--- src/rtl/wb_prefetch_if.sv ---
// Wishbone classic bus bundle between the prefetch master and the boot ROM slave.
// Signal names follow the master's point of view (_o driven by master, _i driven by slave).
interface wb_prefetch_if;
    logic [31:0] wbm_adr_o;
    logic [31:0] wbm_dat_i;
    logic [3:0]  wbm_sel_o;
    logic [2:0]  wbm_cti_o;
    logic [1:0]  wbm_bte_o;
    logic        wbm_cyc_o;
    logic        wbm_stb_o;
    logic        wbm_we_o;
    logic        wbm_ack_i;
    logic        wbm_err_i;

    modport master (
        output wbm_adr_o, wbm_sel_o, wbm_cti_o, wbm_bte_o,
        output wbm_cyc_o, wbm_stb_o, wbm_we_o,
        input  wbm_dat_i, wbm_ack_i, wbm_err_i
    );

    modport slave (
        input  wbm_adr_o, wbm_sel_o, wbm_cti_o, wbm_bte_o,
        input  wbm_cyc_o, wbm_stb_o, wbm_we_o,
        output wbm_dat_i, wbm_ack_i, wbm_err_i
    );
endinterface

--- src/rtl/wb_prefetch.sv ---
// Sequential instruction prefetcher: Wishbone classic read master feeding a small FIFO
// that presents {instr, pc, err} to the CPU fetch port, with flush/redirect support.
module wb_prefetch #(
    parameter int          DEPTH    = 4,
    parameter logic [31:0] RESET_PC = 32'h0000_0000
) (
    input  logic          wb_clk_i,
    input  logic          wb_rst_i,
    input  logic          flush_i,
    input  logic [31:0]   flush_adr_i,
    output logic [31:0]   instr_o,
    output logic [31:0]   pc_o,
    output logic          err_o,
    output logic          valid_o,
    input  logic          ready_i,
    wb_prefetch_if.master wbm
);

    localparam int          AW        = $clog2(DEPTH);
    localparam int          CW        = AW + 1;
    localparam logic [31:0] RESET_ADR = RESET_PC & 32'hFFFF_FFFC;
    localparam logic [CW-1:0] DEPTH_C    = CW'(DEPTH);
    localparam logic [CW-1:0] DEPTH_M1_C = CW'(DEPTH - 1);

    typedef enum logic [1:0] {
        S_IDLE  = 2'd0,
        S_REQ   = 2'd1,
        S_DRAIN = 2'd2
    } state_t;

    state_t          r_state;
    state_t          w_state_nxt;

    logic [31:0]     r_ptr;
    logic [31:0]     r_adr;
    logic [31:0]     w_ptr_inc;
    logic [31:0]     w_flush_adr;

    logic [31:0]     r_dat [DEPTH];
    logic [31:0]     r_pc  [DEPTH];
    logic [DEPTH-1:0] r_errv;
    logic [AW-1:0]   r_rd;
    logic [AW-1:0]   r_wr;
    logic [CW-1:0]   r_count;

    logic            w_term;
    logic            w_push;
    logic            w_pop;
    logic            w_space_idle;
    logic            w_space_more;
    logic            w_issue;

    assign w_term       = wbm.wbm_ack_i | wbm.wbm_err_i;
    assign w_push       = (r_state == S_REQ) && w_term && !flush_i;
    assign w_pop        = valid_o && ready_i && !flush_i;
    assign w_ptr_inc    = r_ptr + 32'd4;
    assign w_flush_adr  = flush_adr_i & 32'hFFFF_FFFC;

    // Space is judged on the current count only; a same-cycle pop is not credited.
    assign w_space_idle = (r_count < DEPTH_C);
    assign w_space_more = (r_count < DEPTH_M1_C);

    assign w_issue = (w_state_nxt == S_REQ) && ((r_state == S_IDLE) || w_push);

    // State register
    always_ff @(posedge wb_clk_i or posedge wb_rst_i) begin
        if (wb_rst_i) begin
            r_state <= S_IDLE;
        end else begin
            r_state <= w_state_nxt;
        end
    end

    // Next-state logic
    always_comb begin
        w_state_nxt = r_state;
        case (r_state)
            S_IDLE: begin
                if (!flush_i && w_space_idle) begin
                    w_state_nxt = S_REQ;
                end
            end
            S_REQ: begin
                if (w_term) begin
                    if (flush_i || !w_space_more) begin
                        w_state_nxt = S_IDLE;
                    end
                end else if (flush_i) begin
                    // The slave still owes an ack; it must be absorbed before a new cycle.
                    w_state_nxt = S_DRAIN;
                end
            end
            S_DRAIN: begin
                if (w_term) begin
                    w_state_nxt = S_IDLE;
                end
            end
            default: w_state_nxt = S_IDLE;
        endcase
    end

    // Output logic: cyc/stb decode straight from the state register
    always_comb begin
        wbm.wbm_cyc_o = 1'b0;
        wbm.wbm_stb_o = 1'b0;
        if (r_state != S_IDLE) begin
            wbm.wbm_cyc_o = 1'b1;
            wbm.wbm_stb_o = 1'b1;
        end
    end

    assign wbm.wbm_adr_o = r_adr;
    assign wbm.wbm_sel_o = 4'hF;
    assign wbm.wbm_cti_o = 3'b000;
    assign wbm.wbm_bte_o = 2'b00;
    assign wbm.wbm_we_o  = 1'b0;

    // Fetch pointer and bus address; adr stays frozen through DRAIN while ptr takes the redirect.
    always_ff @(posedge wb_clk_i or posedge wb_rst_i) begin
        if (wb_rst_i) begin
            r_ptr <= RESET_ADR;
            r_adr <= RESET_ADR;
        end else begin
            if (flush_i) begin
                r_ptr <= w_flush_adr;
            end else if (w_push) begin
                r_ptr <= w_ptr_inc;
            end
            if (w_issue) begin
                r_adr <= w_push ? w_ptr_inc : r_ptr;
            end
        end
    end

    // FIFO: flush wins over any simultaneous push or pop
    always_ff @(posedge wb_clk_i or posedge wb_rst_i) begin
        if (wb_rst_i) begin
            r_count <= '0;
            r_rd    <= '0;
            r_wr    <= '0;
            r_errv  <= '0;
            for (int i = 0; i < DEPTH; i++) begin
                r_dat[i] <= '0;
                r_pc[i]  <= '0;
            end
        end else if (flush_i) begin
            r_count <= '0;
            r_rd    <= '0;
            r_wr    <= '0;
        end else begin
            if (w_push) begin
                r_dat[r_wr]  <= wbm.wbm_dat_i;
                r_pc[r_wr]   <= r_adr;
                r_errv[r_wr] <= wbm.wbm_err_i;
                r_wr         <= r_wr + 1'b1;
            end
            if (w_pop) begin
                r_rd <= r_rd + 1'b1;
            end
            case ({w_push, w_pop})
                2'b10:   r_count <= r_count + 1'b1;
                2'b01:   r_count <= r_count - 1'b1;
                default: r_count <= r_count;
            endcase
        end
    end

    assign valid_o = (r_count != '0);
    assign instr_o = r_dat[r_rd];
    assign pc_o    = r_pc[r_rd];
    assign err_o   = r_errv[r_rd];

endmodule

--- src/flat_wrapper.sv ---
// flat-port wrapper written by rule: the top's interface ports become plain ports
module wb_prefetch_flat 
#(
    parameter int          DEPTH    = 4,
    parameter logic [31:0] RESET_PC = 32'h0000_0000
)
  (wb_clk_i, wb_rst_i, flush_i, flush_adr_i, instr_o, pc_o, err_o, valid_o, ready_i, wbm_wbm_adr_o, wbm_wbm_sel_o, wbm_wbm_cti_o, wbm_wbm_bte_o, wbm_wbm_cyc_o, wbm_wbm_stb_o, wbm_wbm_we_o, wbm_wbm_dat_i, wbm_wbm_ack_i, wbm_wbm_err_i);
  wb_prefetch_if wbm_i ();
  input  logic wb_clk_i;
  input  logic wb_rst_i;
  input  logic flush_i;
  input  logic [31:0] flush_adr_i;
  output logic [31:0] instr_o;
  output logic [31:0] pc_o;
  output logic err_o;
  output logic valid_o;
  input  logic ready_i;
  output wire logic [$bits(wbm_i.wbm_adr_o)-1:0] wbm_wbm_adr_o;
  output wire logic [$bits(wbm_i.wbm_sel_o)-1:0] wbm_wbm_sel_o;
  output wire logic [$bits(wbm_i.wbm_cti_o)-1:0] wbm_wbm_cti_o;
  output wire logic [$bits(wbm_i.wbm_bte_o)-1:0] wbm_wbm_bte_o;
  output wire logic [$bits(wbm_i.wbm_cyc_o)-1:0] wbm_wbm_cyc_o;
  output wire logic [$bits(wbm_i.wbm_stb_o)-1:0] wbm_wbm_stb_o;
  output wire logic [$bits(wbm_i.wbm_we_o)-1:0] wbm_wbm_we_o;
  input wire logic [$bits(wbm_i.wbm_dat_i)-1:0] wbm_wbm_dat_i;
  input wire logic [$bits(wbm_i.wbm_ack_i)-1:0] wbm_wbm_ack_i;
  input wire logic [$bits(wbm_i.wbm_err_i)-1:0] wbm_wbm_err_i;
  assign wbm_wbm_adr_o = wbm_i.wbm_adr_o;
  assign wbm_wbm_sel_o = wbm_i.wbm_sel_o;
  assign wbm_wbm_cti_o = wbm_i.wbm_cti_o;
  assign wbm_wbm_bte_o = wbm_i.wbm_bte_o;
  assign wbm_wbm_cyc_o = wbm_i.wbm_cyc_o;
  assign wbm_wbm_stb_o = wbm_i.wbm_stb_o;
  assign wbm_wbm_we_o = wbm_i.wbm_we_o;
  assign wbm_i.wbm_dat_i = wbm_wbm_dat_i;
  assign wbm_i.wbm_ack_i = wbm_wbm_ack_i;
  assign wbm_i.wbm_err_i = wbm_wbm_err_i;
  wb_prefetch #(.DEPTH(DEPTH), .RESET_PC(RESET_PC)) u_core (.wb_clk_i(wb_clk_i), .wb_rst_i(wb_rst_i), .flush_i(flush_i), .flush_adr_i(flush_adr_i), .instr_o(instr_o), .pc_o(pc_o), .err_o(err_o), .valid_o(valid_o), .ready_i(ready_i), .wbm(wbm_i));
endmodule
--- config.mk ---
export PLATFORM = sky130hd
export DESIGN_NAME = wb_prefetch_flat
export DESIGN_NICKNAME = d
export VERILOG_FILES = /design/src/rtl/wb_prefetch_if.sv /design/src/rtl/wb_prefetch.sv /design/src/flat_wrapper.sv
export SDC_FILE = /design/constraint.sdc
export NUM_CORES = 1
export LEC_CHECK = 0
export CORE_MARGIN = 2
export CORE_UTILIZATION = 35
export DETAILED_ROUTE_END_ITERATION = 8
export PLACE_DENSITY_LB_ADDON = 0.25
export SKIP_CTS_REPAIR_TIMING = 1
export SLEW_MARGIN = 25
export SYNTH_ARGS = -nofsm -noshare
export SYNTH_HDL_FRONTEND = slang
export SYNTH_SLANG_ARGS = --single-unit
--- constraint.sdc ---
create_clock -name wb_clk_i -period 10.17 [get_ports wb_clk_i]
set_input_delay 2.034 -clock wb_clk_i [delete_from_list [all_inputs] [get_ports wb_clk_i]]
set_output_delay 2.034 -clock wb_clk_i [all_outputs]
set_load 0.02 [all_outputs]
Word level (Yosys, flattened, before mapping) --
Index checks and enable logic that the tools add are counted.
Storage, ports and cells: bits in registers 333, bits of input ports 70, output and inout port bits 110
Cells by class: add/subtract/negate cells 5, order comparisons 8, equal/unequal tests 5, multiplexer cells 30, bitwise gates (word level) 4, reduce and logical (&&, ||, !) cells 19
Operator list (number):
- bitwise mux 128 bit | 2
- two-way mux 32 bit | 7
- binary-select mux 32 bit (select 2 bit) | 2
- demux 32 bit (select 2 bit) | 1
- adder 32 x 3 -> 32 bit, second input constant | 1
- two-way mux 2 bit | 9
- logical AND 1 bit | 8
- == test 2 x 1 -> 1 bit, second input constant | 3
- >= comparator 3 bit, second input constant | 2
- < comparator 2 x 3 -> 1 bit, second input constant | 2
- inverter 2 -> 3 bit | 2
- case mux 2 bit (3 select lines) | 1
- case mux 3 bit (2 select lines) | 1
- nonzero test 2 bit | 3
- nonzero test 3 bit | 2
- adder 2 x 1 -> 2 bit, second input constant | 2
- bitwise mux 4 bit | 1
- == test 2 bit, second input constant | 2
- adder 3 x 1 -> 3 bit, second input constant | 1
- < comparator 3 x 1 -> 1 bit, second input constant | 1
- < comparator 3 x 2 -> 1 bit, second input constant | 1
- < comparator 3 bit, second input constant | 1
- two-way mux 1 bit | 3
- two-way mux 3 bit | 1
- 10 further kinds | 12

Depth between registers and ports, before layout --
depth after elaboration 8, depth in mapped cells 8, mapped depth without buffers 8

Worst setup path after synthesis --
Ideal clock, no wire load.
path kind flip-flop to output port, from register u_core.r_rd[1], to output port instr_o[0], arrival time 2.108 ns, slack 6.028 ns, cell stages (with the launch flop) 5, path buffers 3, cell sequence dfrtp_1 > clkbuf_1 > buf_1 > clkbuf_1 > mux4_2
On the way: word-level cells in the longest chain between the ends 4
Ends and longest elaborated chain:
- from (decl) | line wb_prefetch.sv:42 | logic [AW-1:0] r_rd;
- from (signal assigned) | line wb_prefetch.sv:158 | r_rd <= r_rd + 1'b1;
- inverter 2 -> 3 bit (implied by the code) | line wb_prefetch.sv:169 | assign instr_o = r_dat[r_rd];
- binary-select mux 32 bit (select 2 bit) | line wb_prefetch.sv:169
- two-way mux 32 bit (implied by the code) (2 in series) | line wb_prefetch.sv:169
- to (decl) | line flat_wrapper.sv:13 | output logic [31:0] instr_o;
Every way passes these cells. The select of a mux whose other input is x is not followed.

Final worst setup path --
from register u_core.r_rd[0], to output port pc_o[3]
On the way: word-level cells in the longest chain between the ends 4
Ends and longest elaborated chain:
- inverter 2 -> 3 bit (implied by the code) | line wb_prefetch.sv:170 | assign pc_o = r_pc[r_rd];
- binary-select mux 32 bit (select 2 bit) | line wb_prefetch.sv:170
- two-way mux 32 bit (implied by the code) (2 in series) | line wb_prefetch.sv:170
- to (decl) | line flat_wrapper.sv:14 | output logic [31:0] pc_o;
Every way passes these cells. The select of a mux whose other input is x is not followed.

==> impl_metrics.py <==
metrics = {
    "sta": {
        "hold_violations": 0,
        "tightest_slew_ns": 1.005,
        "period_share": 0.5225,
        "rsz0062_at_grt": "no",
        "relSlewSlack": 0.3300,
        "timing.fmax_ghz": 0.1882,
        "setup_viol": 0,
        "fin_ws_ns": 4.856,
        "final.min_clock_period_ns": 5.314,
        "fin_setup_tns_ns": 0,
        "hold_ws_ns": 0.4974,
        "slew_viol_final": 0,
        "worst_clock_skew_ns": 0.01631,
    },
    "synthesis": {
        "synth_top_area_frac": 0.5596,
        "yosysWarnings": 0,
        "synth.area.top_cells": "dfrtp_1 (56%), mux2_2 (24%), mux4_2 (9.9%)",
        "synthArstFlopShare": 1.000,
        "ys_seq_area_frac": 0.5596,
        "synth_area_mm2": 0.01435,
        "synthMuxAreaShare": 0.3349,
        "synth_edf_count": 0,
        "yosysMostFrequentCell": "dfrtp_1",
        "synth_ff_type": "dfrtp_1",
        "synth_compound_area_frac": 0.01011,
        "synthCells": 949,
        "ys_types": 41,
        "synth-adder-area-share": 0.005753,
        "yosys.area.top_type": "dfrtp_1",
        "ys_top_cells_by_count": "dfrtp_1 (321), mux2_2 (300), mux4_2 (63)",
        "syn_avg_cell_area_um2": 15.13,
        "synth_seq_cells": 321,
        "synth_top_family_by_area": "multiplexers",
        "synth_xor_xnor_area_share": 0.01892,
        "synth-simple-area-share": 0.04611,
    },
    "cells_and_area": {
        "nets": 1186,
        "fillers": 3703,
        "areaGrowthSynthToFinish_pct": 24.04,
        "layout-drive-gt1-share": 0.3938,
        "final_util": 0.4380,
        "fin_cells": 1668,
    },
    "clock_tree": {
        "cts_made_buffers": 38,
        "cts_tree": "yes",
        "cts-root-buf": "clkbuf_16",
        "path_clk_slew_ns": 0.05,
        "cts_buffer_depth": 3,
        "cts.sinks": 321,
        "insertion_delay_ns": 0.54,
        "htreeDepth": 2,
    },
    "routing": {
        "postRouteAntennaNets": 0,
        "drc": 0,
        "routedWlPerCell_um": 19.89,
        "dr.pass1.iters": 4,
        "vias": 8473,
        "drtIter0Drc": 398,
        "via_per_inst": 5.080,
        "wl_um": 33180,
    },
    "outcome": {
        "outcome": "finished clean",
    },
    "global_routing": {
        "grt_pass1_wl_um": 52520,
        "overflow": 0,
        "grt_start_max_net_pins": 77,
        "grt_pass1_vias": 8986,
        "antenna_found_initial": 7,
        "track_usage": 0.1607,
    },
    "power_and_ir_drop": {
        "power.leakage_nw": 7.686,
        "ir_drop_mv": 0.1409,
        "powerDensity_mw_per_mm2": 308.0,
    },
    "critical_path": {
        "cp_max_fo": 46,
        "worst_path_largest_cell_delay_ns": 0.79,
        "end_kind": "output pin",
        "worst_path_max_delay_cell": "buf_4",
        "required_ns": 8.14,
        "crit_type": "register to output pin",
        "cp.arrival_ns": 3.28,
        "start_kind": "register",
        "crit_chain": "buf_4, mux4_2, clkdlybuf4s50_1",
    },
    "floorplan": {
        "core_area_mm2": 0.04065,
        "initial_core_util": 0.3531,
        "num_io_pins": 180,
        "core.rowCount": 74,
        "die_y_um": 206.5,
        "dieArea_mm2": 0.04265,
        "dieWidth_um": 206.5,
    },
    "placement": {
        "gp_congestion": 0.7341,
        "numPlacedInstances": 1602,
        "dpl.hpwl_um": 20300,
        "dpl_worst_slack_ns": 5.089,
        "portBuffers": 163,
    },
    "run": {
        "maxCapViolCount": 0,
    },
    "min_path": {
        "hold_path.class": "register to register",
    },
}
[worst paths after layout]
kind                                              from                            to  slack [ns]  cells past startpoint
setup / recovery            u_core.r_rd[0]$_DFFE_PP0P_                       pc_o[3]        4.86                      3
hold / removal             u_core.r_pc[57]$_DFFE_PP0P_   u_core.r_pc[57]$_DFFE_PP0P_        0.50                      1
setup reg to reg           u_core.r_state[1]$_DFF_PP0_    u_core.r_ptr[29]$_DFF_PP0_        7.49                      5
hold reg to reg            u_core.r_pc[57]$_DFFE_PP0P_   u_core.r_pc[57]$_DFFE_PP0P_        0.50                      1
max in group asynchronous                     wb_rst_i  u_core.r_dat[39]$_DFFE_PP0P_        6.34                      4
min in group asynchronous                     wb_rst_i   u_core.r_pc[36]$_DFFE_PP0P_        1.97                      2
[layout make-up]
type | count | area, um2 | share of cell area
antenna | 1 | 2.502 | 0.0001405
clock buffer | 57 | 1114 | 0.06254
clock inverter | 8 | 143.9 | 0.008082
inverter | 7 | 30.03 | 0.001687
multi-input combinational | 564 | 6057 | 0.3402
sequential | 321 | 8040 | 0.4516
tap | 532 | 665.6 | 0.03739
timing repair buffer | 178 | 1752 | 0.09838
[power breakdown]
part / total [mW] / internal [mW] / switching, mW / leakage, nW
combinational: 2.02 / 1.16 / 0.859 / 3.03
clock: 1.38 / 0.854 / 0.523 / 0.617
sequential: 2.09 / 1.75 / 0.335 / 4.04
total: 5.48 / 3.77 / 1.72 / 7.69
[layer usage]
metal	track usage	wire length, um
met4	0.05102	685
met2	0.2554	15530
met5	0	69
met1	0.2121	14840
met3	0.04667	2051
[logic make-up (layout without fill, tap and decap cells)]
group | Yosys count | count (layout)
AOI/OAI and AO/OA | 23 | 23
xor gates and xnor gates | 31 | 31
adders and majority gates | 6 | 6
buffers and inverters | 76 | 250
DFF | 321 | 321
muxes | 364 | 364
other | 2 | 15
and+or+nand+nor | 126 | 126
[flip-flops by register name, summed over array words and instances (netlist names)]
register,count
u_core.r_pc,120
u_core.r_count,3
u_core.r_ptr,30
u_core.r_wr,2
u_core.r_rd,2
u_core.r_dat,128
u_core.r_errv,4
u_core.r_state,2
u_core.wbm.wbm_adr_o,30
[metrics by stage]
stage          cell area [um2]  power, mW
3_5_place_dp             16540      4.167
2_1_floorplan            14400      3.319
4_1_cts                  17790      5.581
5_1_grt                  17800      5.805
6_report                 17800      5.485
3_3_place_gp             16540      4.126
[critical path, delay by kind of cell, from the launching register on]
| kind | cells | cell delay, ns |
|---|---|---|
| multiplexers | 1 | 0.59 |
| flip-flops | 1 | 0.71 |
| buffers and inverters | 2 | 1.40 |
[layout by cell type, fill, tap and decap left out, drive strengths merged, types with 4 or more instances in the layout]
master,instances
a21oi,7
nand2,22
xor2,19
mux4,63
nor4,14
or4,6
ha,5
conb,14
nor2,29
clkdlybuf4s50,163
clkinv,4
clkbuf,57
nor2b,4
xnor2,12
buf,15
nand3,17
mux2,300
or2,4
a31oi,7
nand4,11
nor3,4
bufinv,4
dfrtp,321
inv,6
(Power assumes the default switching activity.)
